<file path="src/rtl/sensor_filter_pkg.sv">
// Shared constants for the sensor front-end: default filter depths,
// IR bit positions and the line-lost state encoding.
package sensor_filter_pkg;

  localparam int DEBOUNCE_CYCLES_DEF = 4;
  localparam int LOST_CYCLES_DEF     = 16;
  localparam int DARK_CNT_W          = 16;

  localparam int IR_LEFT   = 2;
  localparam int IR_CENTRE = 1;
  localparam int IR_RIGHT  = 0;

  typedef enum logic {
    ST_TRACKING = 1'b0,
    ST_LOST     = 1'b1
  } line_state_e;

endpackage

</file>
<file path="src/rtl/sensor_filter_debounce_channel.sv">
// One sensor channel: 2-flop synchronizer, then a disagreement counter that
// flips the stable value after DEBOUNCE_CYCLES consecutive differing samples.
module debounce_channel
  import sensor_filter_pkg::*;
#(
  parameter int DEBOUNCE_CYCLES = DEBOUNCE_CYCLES_DEF
) (
  input  logic clk,
  input  logic reset,
  input  logic raw_i,
  output logic stable_o
);

  localparam int                CNT_W    = $clog2(DEBOUNCE_CYCLES + 1);
  localparam logic [CNT_W-1:0]  CNT_LAST = CNT_W'(DEBOUNCE_CYCLES - 1);

  logic             sync1_q, sync2_q;
  logic             stable_q, stable_d;
  logic [CNT_W-1:0] cnt_q, cnt_d;

  always_comb begin
    stable_d = stable_q;
    cnt_d    = '0;
    if (sync2_q != stable_q) begin
      // The edge that would make the count hit DEBOUNCE_CYCLES flips instead.
      if (cnt_q == CNT_LAST) begin
        stable_d = ~stable_q;
      end else begin
        cnt_d = cnt_q + CNT_W'(1);
      end
    end
  end

  always_ff @(posedge clk or negedge reset) begin
    if (!reset) begin
      sync1_q  <= 1'b0;
      sync2_q  <= 1'b0;
      stable_q <= 1'b0;
      cnt_q    <= '0;
    end else begin
      sync1_q  <= raw_i;
      sync2_q  <= sync1_q;
      stable_q <= stable_d;
      cnt_q    <= cnt_d;
    end
  end

  assign stable_o = stable_q;

endmodule

</file>
<file path="src/rtl/sensor_filter.sv">
// Debounced obstacle/IR sensor front-end with change strobe and line-lost detect.
//   state       | meaning
//   ST_TRACKING | line seen recently; dark cycles counted toward LOST_CYCLES
//   ST_LOST     | LOST_CYCLES consecutive dark cycles; line_lost asserted
module sensor_filter
  import sensor_filter_pkg::*;
#(
  parameter int DEBOUNCE_CYCLES = DEBOUNCE_CYCLES_DEF,
  parameter int LOST_CYCLES     = LOST_CYCLES_DEF
) (
  input  logic       clk,
  input  logic       reset,
  input  logic       s_raw,
  input  logic [2:0] i_raw,
  output logic       S,
  output logic       I_2,
  output logic       I_1,
  output logic       I_0,
  output logic       change,
  output logic       line_lost
);

  localparam logic [DARK_CNT_W-1:0] LOST_MAX = DARK_CNT_W'(LOST_CYCLES);

  logic [3:0]            filt, filt_prev_q;
  logic                  change_q;
  logic [2:0]            ir_filt;
  line_state_e           state_q, state_d;
  logic [DARK_CNT_W-1:0] dark_cnt_q, dark_cnt_d, dark_inc;

  debounce_channel #(.DEBOUNCE_CYCLES(DEBOUNCE_CYCLES)) u_s (
    .clk(clk), .reset(reset), .raw_i(s_raw), .stable_o(S)
  );
  debounce_channel #(.DEBOUNCE_CYCLES(DEBOUNCE_CYCLES)) u_i2 (
    .clk(clk), .reset(reset), .raw_i(i_raw[IR_LEFT]), .stable_o(I_2)
  );
  debounce_channel #(.DEBOUNCE_CYCLES(DEBOUNCE_CYCLES)) u_i1 (
    .clk(clk), .reset(reset), .raw_i(i_raw[IR_CENTRE]), .stable_o(I_1)
  );
  debounce_channel #(.DEBOUNCE_CYCLES(DEBOUNCE_CYCLES)) u_i0 (
    .clk(clk), .reset(reset), .raw_i(i_raw[IR_RIGHT]), .stable_o(I_0)
  );

  assign filt    = {S, I_2, I_1, I_0};
  assign ir_filt = {I_2, I_1, I_0};

  always_comb begin
    state_d    = state_q;
    dark_cnt_d = dark_cnt_q;
    dark_inc   = (dark_cnt_q == LOST_MAX) ? dark_cnt_q : dark_cnt_q + DARK_CNT_W'(1);
    case (state_q)
      ST_TRACKING: begin
        if (ir_filt == 3'b000) begin
          dark_cnt_d = dark_inc;
          if (dark_inc == LOST_MAX) state_d = ST_LOST;
        end else begin
          dark_cnt_d = '0;
        end
      end
      ST_LOST: begin
        if (ir_filt != 3'b000) begin
          state_d    = ST_TRACKING;
          dark_cnt_d = '0;
        end
      end
      default: begin
        state_d    = ST_TRACKING;
        dark_cnt_d = '0;
      end
    endcase
  end

  // change compares against last cycle's filtered value, so it lands one edge after the flip.
  always_ff @(posedge clk or negedge reset) begin
    if (!reset) begin
      filt_prev_q <= '0;
      change_q    <= 1'b0;
      state_q     <= ST_TRACKING;
      dark_cnt_q  <= '0;
    end else begin
      filt_prev_q <= filt;
      change_q    <= |(filt ^ filt_prev_q);
      state_q     <= state_d;
      dark_cnt_q  <= dark_cnt_d;
    end
  end

  assign change    = change_q;
  assign line_lost = (state_q == ST_LOST);

endmodule

</file>
<file path="config.mk">
export PLATFORM = sky130hd
export DESIGN_NAME = sensor_filter
export DESIGN_NICKNAME = d
export VERILOG_FILES = /design/src/rtl/sensor_filter_pkg.sv /design/src/rtl/sensor_filter_debounce_channel.sv /design/src/rtl/sensor_filter.sv
export SDC_FILE = /design/constraint.sdc
export NUM_CORES = 1
export LEC_CHECK = 0
export ABC_AREA = 1
export CAP_MARGIN = 5
export CELL_PAD_IN_SITES_DETAIL_PLACEMENT = 0
export CELL_PAD_IN_SITES_GLOBAL_PLACEMENT = 1
export CORE_ASPECT_RATIO = 1.1
export CORE_MARGIN = 8
export CORE_UTILIZATION = 49
export CTS_CLUSTER_SIZE = 40
export DETAILED_ROUTE_END_ITERATION = 7
export PLACE_DENSITY = 0.92
export SYNTH_ARGS = -nofsm -noshare
export SYNTH_HDL_FRONTEND = slang
export SYNTH_SLANG_ARGS = --single-unit
</file>
<file path="constraint.sdc">
create_clock -name clk -period 5.02 [get_ports clk]
set_clock_uncertainty 0.15 [all_clocks]
set_input_delay 1.004 -clock clk [delete_from_list [all_inputs] [get_ports clk]]
set_output_delay 1.004 -clock clk [all_outputs]
set_load 0.02 [all_outputs]
</file>
==> results of run 1 <==
-- path summary, 6_finish.rpt --
check / endpoint / slack [ps] / cells past startpoint
hold / removal: u_i2.sync2_q / 210 / 0
setup / recovery: I_1 / 2460 / 1
hold reg to reg: u_i2.sync2_q / 210 / 0
setup reg to reg: dark_cnt_q[10] / 3150 / 5
min in group asynchronous: u_i1.cnt_q[2] / 710 / 1
max in group asynchronous: dark_cnt_q[5] / 3400 / 1
-- metrics by stage --
step	setup WS, ps	hold WS [ps]	utilization [%]
3_3_place_gp	2810	185	54.7
2_1_floorplan	3370	181	-
4_1_cts	2440	208	56.8
5_1_grt	2400	223	56.8
3_5_place_dp	2780	187	54.7
6_report	2460	205	56.8
-- per-layer routing --
metal / vias up / wire, µm / part of all wire [%]
li1: 805 / - / -
met1: 741 / 2050 / 48
met2: 15 / 1980 / 47
met3: 9 / 133 / 3.1
met4: 0 / 87 / 2.0
met5: - / 0 / 0
-- cell type report --
type	count	area, µm²	area share [%]
clock inverter	3	23.8	0.969
timing repair buffer	11	105	4.29
sequential	46	1150	46.9
inverter	24	90.1	3.67
tap	54	67.6	2.76
multi-input combinational	168	946	38.6
clock buffer	5	68.8	2.81
-- cell usage after synthesis (2+ instances only) --
master   number  area, µm²
nand4_1       6       37.5
nand3_2       2       20.0
nor2_1       24       90.1
nor2_2        3       18.8
xor2_1        5       43.8
nor3b_1       3       22.5
o21ai_0      12       60.1
inv_1        24       90.1
mux2_2        3       33.8
nor3_2        2       20.0
dfrtp_1      46       1150
xnor2_1       9       78.8
ha_1          6       75.1
nand3_1      15       75.1
o22ai_1       5       31.3
nor3_1        6       30.0
nand2_1      60        225
-- registers in the layout (all words and copies together), names as in the netlist --
| name | cells |
|---|---|
| dark_cnt_q | 16 |
| filt_prev_q | 4 |
| u_i0.cnt_q | 3 |
| u_i1.cnt_q | 3 |
| u_i2.cnt_q | 3 |
| u_s.cnt_q | 3 |
| change | 1 |
| line_lost | 1 |
| u_i0.stable_o | 1 |
| u_i0.sync1_q | 1 |
| u_i0.sync2_q | 1 |
| u_i1.stable_o | 1 |
| u_i1.sync1_q | 1 |
| u_i1.sync2_q | 1 |
| u_i2.stable_o | 1 |
| u_i2.sync1_q | 1 |
| u_i2.sync2_q | 1 |
| u_s.stable_o | 1 |
| u_s.sync1_q | 1 |
| u_s.sync2_q | 1 |
-- layout by cell type, fill, tap and decap left out, types with 2 or more instances in the layout --
| master | n |
|---|---|
| xor2_1 | 5 |
| dfrtp_1 | 46 |
| o22ai_1 | 5 |
| nand3_2 | 2 |
| nor3b_1 | 3 |
| nand2_1 | 60 |
| clkdlybuf4s50_1 | 10 |
| clkbuf_8 | 5 |
| clkinvlp_4 | 2 |
| nor2_1 | 24 |
| nor3_1 | 6 |
| ha_1 | 6 |
| mux2_2 | 3 |
| nand4_1 | 6 |
| inv_1 | 24 |
| nor2_2 | 3 |
| nor3_2 | 2 |
| o21ai_0 | 12 |
| nand3_1 | 15 |
| xnor2_1 | 9 |
-- cell families (layout without fill, tap and decap cells) --
family                   count (synthesis)  in the layout  synth area share [%]
buffers and inverters                   26             43                  4.50
XOR/XNOR                                15             15                  6.33
AO/OA/AOI/OAI                           19             19                  5.01
adder cells (fa/ha/maj)                  6              6                  3.42
flip-flops                              46             46                  52.4
multiplexers                             3              3                  1.54
AND/OR/NAND/NOR                        125            125                  26.8
-- power by group through the flow --
stage	registers, W	clock network [W]	logic (W)
after floorplan	0.000510	0	0.000161
after global placement	0.000493	0	0.000270
after detailed placement	0.000499	0	0.000277
after CTS	0.000492	0.000241	0.000278
after global routing	0.000499	0.000254	0.000305
final	0.000490	0.000231	0.000272
==> impl_metrics.toml, run 1 <==
[outcome]
status = "finished, final reports clean"

[synthesis]
synth-main-ff-cell = "dfrtp_1"
syn_inst = 240
netlist_area_um2 = 2200
async_reset_ff_share_pct = 100
synth_nets = 252
ys_seq_elements = 46
synth_warnings = 0
synth_area_per_cell_um2 = 9.15
synth_cell_types = 26
synth-seq-area-share_pct = 52.4
synth-edff-count = 0

[route]
post-route-drc-count = 0
antenna_left = 0
routedWlPerCell_um = 13.7
viasPerCell = 5.05
dr.first_iter.drc_count = 76
routed_wl_mm = 4.25
dr.pass1.iters = 4
via_count = 1570

[worst_setup_path]
start_kind = "flop"
crit_family = "buffers and inverters"
path_class = "reg -> out"
worstPathArrival_ps = 1410
crit_slowest_cell = "clkdlybuf4s50_1"
slowest_delay_ps = 650
regToRegStartpoint = "u_i1.stable_o"
crit_chain = "clkdlybuf4s50_1"
cp-startpoint = "u_i1.stable_o"
setup.worst_path.end_class = "output port"
crit_fanout = 6
critPathRequiredTime_ps = 3870
crit_buf_inv = 1

[power]
pwr-share-clk_pct = 23.2
swShare_pct = 33.7
p_leak_nw = 1.13
powerDensity_nw_per_um2 = 405
p_comb_share_pct = 27.4
p_int_w = 0.000658
switchingPower_w = 0.000335
power_w = 0.000993
power.share.sequential_pct = 49.4
vdd_ir_drop_max_uv = 161

[floorplanning]
dieArea_um2 = 6880
core_um2 = 4320
die_w_um = 79.8
rows = 25
start_util_pct = 50.9
io_pins = 12
die_h_um = 86.2

[clock_tree]
numCtsBuffers = 5
hold_buffers = 0
cts_sinks = 46
post_cts_buffers = 0
post_cts_resized = 0
htree_levels = 2
cts_tree = "done"
clockBufferDepth = 2
root_buffer = "clkbuf_8"
clkTransAtPathRegs_ps = 90
clk_latency_ps = 300

[timing]
finalCritPeriodShare_pct = 51.1
fin_setup_tns_ps = 0
fmax_mhz = 390
setup_viol = 0
tightestPinTransition_ps = 993
slew_headroom_pct = 33.8
fin_crit_ps = 2560
hold_viol = 0
grt_setup_unrepaired = "no"
finalMaxSlewViolations = 0

[finish]
syn2layout_area_growth_pct = 11.7
n_antenna_cell = 0
drive_above_1_share_pct = 10.1
fin_nets = 268
fill_cells = 394
finalNonFillerCells = 311
final_cell_area_um2 = 2450

[place]
io_buffers = 11
dpl_cell_area_um2 = 2360
hpwl_mm = 3.12
place_congestion = 0.834
dp_cells = 303

[grt]
busiest_layer = "met2"
grtUsageMet2_pct = 21.7
grtUsageMet1_pct = 16.6
antenna_found_initial = 0
grt.met3_usage_pct = 3.21
grt_max_degree = 47
grt_overflow_total = 0
grt_usage_pct = 13.5
grt_pass1_wl_mm = 7.35
grt_pass1_vias = 1578

[hold_path]
hold_path_startpoint = "u_i2.sync1_q"
hp-class = "reg -> reg"

[job]
drv_cap = 0
No activity file was read; power rests on OpenSTA's default activity.
==> run 2, diff against run 1 <==
Settings changed: CORE_UTILIZATION 49 to 41, PLACE_DENSITY 0.92 to 0.83.
Clock period 5.02 ns to 2.1 ns, I/O delays scaled along.
==> impl_metrics.toml, run 2 (synthesis gave the netlist of run 1 again) <==
[place]
pre_cts_slack_ps = 344
io_buffers = 11
place_congestion = 0.862
hpwl_mm = 3.07

[route]
routed_wl_mm = 4.15
dr.pass1.iters = 4
antenna_left = 0
viasPerCell = 4.81
post-route-drc-count = 0
dr.first_iter.drc_count = 111
routedWlPerCell_um = 12.4
via_count = 1612

[power]
vdd_ir_drop_max_uv = 415
powerDensity_nw_per_um2 = 982
p_leak_nw = 1.17

[finish]
final_cell_mix = "nand2_1, dfrtp_1, inv_1, nor2_1, nand3_1"
reg_top3 = "dark_cnt_q (16), filt_prev_q (4)"
fin_nets = 271
fill_cells = 505
syn2layout_area_growth_pct = 14.8
layout_commonest_cell = "nand2_1"
largest_reg_flops = 16
top_register = "dark_cnt_q"
n_antenna_cell = 0
drive_above_1_share_pct = 11.2

[worst_setup_path]
critPathRequiredTime_ps = 1530
path_class = "reg -> out"
setup.worst_path.end_class = "output port"
slowest_delay_ps = 650
crit_buf_inv = 1
crit_family = "buffers and inverters"
crit_fanout = 6
start_kind = "flop"
crit_chain = "clkdlybuf4s50_1"
crit_slowest_cell = "clkdlybuf4s50_1"
worstPathArrival_ps = 1400

[timing]
tightestPinTransition_ps = 557
finalMaxSlewViolations = 0
hold_viol = 0
finalCritPeriodShare_pct = 94.0
slew_headroom_pct = 62.9
fin_setup_tns_ps = 0
fin_crit_ps = 1970
grt_setup_unrepaired = "no"
setup_viol = 0
worst_slack_ps = 127
fmax_mhz = 507

[floorplanning]
rows = 28
core_um2 = 5290
die_h_um = 92.8
die_w_um = 85.8
dieArea_um2 = 7960
start_util_pct = 41.5
io_pins = 12

[clock_tree]
htree_levels = 2
cts_tree = "done"
root_buffer = "clkbuf_8"
cts_sinks = 46
numCtsBuffers = 5
post_cts_resized = 0
clkTransAtPathRegs_ps = 90
clockBufferDepth = 2
post_cts_buffers = 0
hold_buffers = 0
clk_latency_ps = 300

[grt]
grt_pass1_wl_mm = 7.42
grt_pass1_vias = 1568
antenna_found_initial = 0
grt_overflow_total = 0
grt_max_degree = 47
grt_usage_pct = 11.7

[job]
drv_cap = 0

[hold_path]
hp-class = "in -> async"

[outcome]
status = "finished, final reports clean"
## run 2: cell types whose count changed in the layout (fill, tap and decap cells not counted), sizes merged
| cell | previous run | this run |
|---|---|---|
| clkinv | 0 | 1 |
| buf | 1 | 4 |
| clkinvlp | 2 | 0 |
| bufinv | 0 | 1 |
## run 2: power by group
group / internal [W] / total [W] / switching, W
clock: 0.000357 / 0.000660 / 0.000303
sequential: 0.00105 / 0.00117 / 0.000125
combinational: 0.000301 / 0.000644 / 0.000344
total: 0.00170 / 0.00248 / 0.000772
## run 2: final timing paths
kind	start	to	slack (ps)	cells past startpoint
worst min register to register	u_i1.sync1_q	u_i1.sync2_q	200	0
min in group clk	u_i1.sync1_q	u_i1.sync2_q	200	0
worst min-delay path	reset	dark_cnt_q[10]	40	2
worst max register to register	dark_cnt_q[0]	line_lost	320	9
max in group asynchronous	reset	change	1390	2
worst max-delay path	u_i1.stable_o	I_1	130	1
## run 2: area by class of cell
class / instances / area (µm²) / area share (%)
Clock buffer: 5 / 68.8 / 2.73
Clock inverter: 3 / 43.8 / 1.74
Inverter: 24 / 90.1 / 3.57
Multi-Input combinational cell: 168 / 946 / 37.5
Sequential cell: 46 / 1150 / 45.7
Tap cell: 75 / 93.8 / 3.72
Timing Repair Buffer: 14 / 128 / 5.06
## run 2: per-stage QoR
step	cells	total power, W	utilization [%]	area (µm²)	hold slack [ps]
4_1_cts	335	0.00252	47.7	2520	56.0
3_3_place_gp	327	0.00184	45.5	2410	184
3_5_place_dp	327	0.00185	45.5	2410	188
2_1_floorplan	240	0.00160	-	2200	-25.6
5_1_grt	335	0.00263	47.7	2520	96.7
6_report	335	0.00248	47.7	2520	44.5
## run 2: layer usage
layer / vias up / routed length, µm / track usage (%)
li1: 817 / - / -
met3: 7 / 211 / 3.81
met5: - / 0 / 0
met2: 32 / 1870 / 18.8
met4: 0 / 63 / 3.65
met1: 756 / 2000 / 14.6
==> run 3, diff against run 2 <==
Settings changed: CORE_UTILIZATION 41 to 34, GPL_TIMING_DRIVEN set to 0, PLACE_DENSITY 0.83 to 0.73.
==> impl_metrics.toml, run 3 (synthesis gave the netlist of run 1 again) <==
[outcome]
status = "finished, final reports clean"

[worst_setup_path]
crit_chain = "clkdlybuf4s50_1"
setup.worst_path.end_class = "output port"
start_kind = "flop"
worstPathArrival_ps = 1440
regToRegStartpoint = "u_i2.stable_o"
crit_slowest_cell = "clkdlybuf4s50_1"
crit_fanout = 6
crit_family = "buffers and inverters"
cp-startpoint = "u_i2.stable_o"
path_class = "reg -> out"
slowest_delay_ps = 660
crit_buf_inv = 1
critPathRequiredTime_ps = 1530

[place]
io_buffers = 11
dpl_cell_area_um2 = 2420
hpwl_mm = 3.32
place_congestion = 0.856

[floorplanning]
die_h_um = 100
die_w_um = 92.6
io_pins = 12
rows = 30
start_util_pct = 35.5
dieArea_um2 = 9290
core_um2 = 6190

[power]
vdd_ir_drop_max_uv = 541
p_leak_nw = 1.16
powerDensity_nw_per_um2 = 932

[clock_tree]
htree_levels = 2
root_buffer = "clkbuf_8"
clockBufferDepth = 2
cts_sinks = 46
cts_tree = "done"
clk_latency_ps = 300
numCtsBuffers = 5
clkTransAtPathRegs_ps = 80

[grt]
grt_max_degree = 28
grt_pass1_wl_mm = 7.85
antenna_found_initial = 0
grt_overflow_total = 0
grt_pass1_vias = 1615
grt_usage_pct = 10.7

[job]
drv_cap = 0

[timing]
finalCritPeriodShare_pct = 95.6
fin_crit_ps = 2010
setup_viol = 0
slew_headroom_pct = 63.1
finalMaxSlewViolations = 0
hold_viol = 0
fmax_mhz = 498
grt_setup_unrepaired = "no"
fin_setup_tns_ps = 0
tightestPinTransition_ps = 554

[finish]
reg_top3 = "dark_cnt_q (16), filt_prev_q (4)"
final_cell_area_um2 = 2520
final_cell_mix = "nand2_1, dfrtp_1, inv_1, nor2_1, nand3_1"
largest_reg_flops = 16
n_antenna_cell = 0
drive_above_1_share_pct = 10.7
layout_commonest_cell = "nand2_1"
top_register = "dark_cnt_q"
multi_input_area_um2 = 948
fin_nets = 272
fill_cells = 631
syn2layout_area_growth_pct = 14.8
ff_latch_area_um2 = 1150

[route]
routedWlPerCell_um = 13.2
dr.pass1.iters = 4
viasPerCell = 4.68
antenna_left = 0
post-route-drc-count = 0
dr.first_iter.drc_count = 52
via_count = 1596
routed_wl_mm = 4.50

[hold_path]
hp-class = "reg -> reg"
hold_path_startpoint = "u_s.sync1_q"
==> run 3: cell types whose count changed in the layout (fill, tap and decap cells not counted), sizes merged <==
cell / change
buf: -1
dlygate4sd3: +1
clkbuf: +2
bufinv: -1
clkinv: +1
inv: -1
==> run 3: cell type report <==
| cell class | count | area share [%] |
|---|---|---|
| plain buffers | 2 | 0.348 |
| inverters | 24 | 3.57 |
| multi-input cells | 168 | 37.6 |
| clock buffers | 6 | 2.88 |
| flip-flops and latches | 46 | 45.7 |
| repair buffers | 13 | 5.36 |
| clock inverters | 2 | 0.546 |
| well taps | 80 | 3.97 |
==> run 3: timing repair <==
action,in CTS,in global routing
hold endpoints to repair,19,0
hold buffers,1,0
setup buffers,0,0
endpoints found under the setup margin,0,4
gates resized for setup,0,1
==> run 3: worst paths after layout <==
path,endpoint,slack (ps),cells past startpoint
min reg2reg,u_s.sync2_q,200,0
min,u_s.sync2_q,200,0
min in group asynchronous,u_i1.sync1_q,450,2
max,I_2,90,1
max reg2reg,dark_cnt_q[2],250,5
max in group asynchronous,dark_cnt_q[10],840,3
==> run 3: where the power goes <==
part           internal [W]  leakage [nW]  switching (W)
sequential          0.00105         0.595       0.000132
combinational      0.000292         0.518       0.000349
clock              0.000235        0.0452       0.000295
total               0.00157          1.16       0.000776
==> run 3: stage by stage <==
stage | total power, W | setup slack, ps | util [%] | hold slack (ps) | cells
4_1_cts | 0.00240 | 79.2 | 40.6 | 207 | 341
2_1_floorplan | 0.00160 | 486 | - | -25.6 | 240
3_3_place_gp | 0.00183 | -894 | 38.8 | 185 | 331
6_report | 0.00235 | 93.4 | 40.7 | 202 | 341
3_5_place_dp | 0.00185 | 158 | 39.1 | 186 | 332
5_1_grt | 0.00252 | 31.5 | 40.7 | 213 | 341
==> run 3: per-layer routing <==
layer	track usage, %	up-vias	share of wire, %	routed length (µm)
li1	-	814	-	-
met1	12.8	754	47	2100
met2	17.9	24	48	2140
met3	3.44	4	4.7	211
met4	2.98	0	1.0	46
met5	0	-	0	0
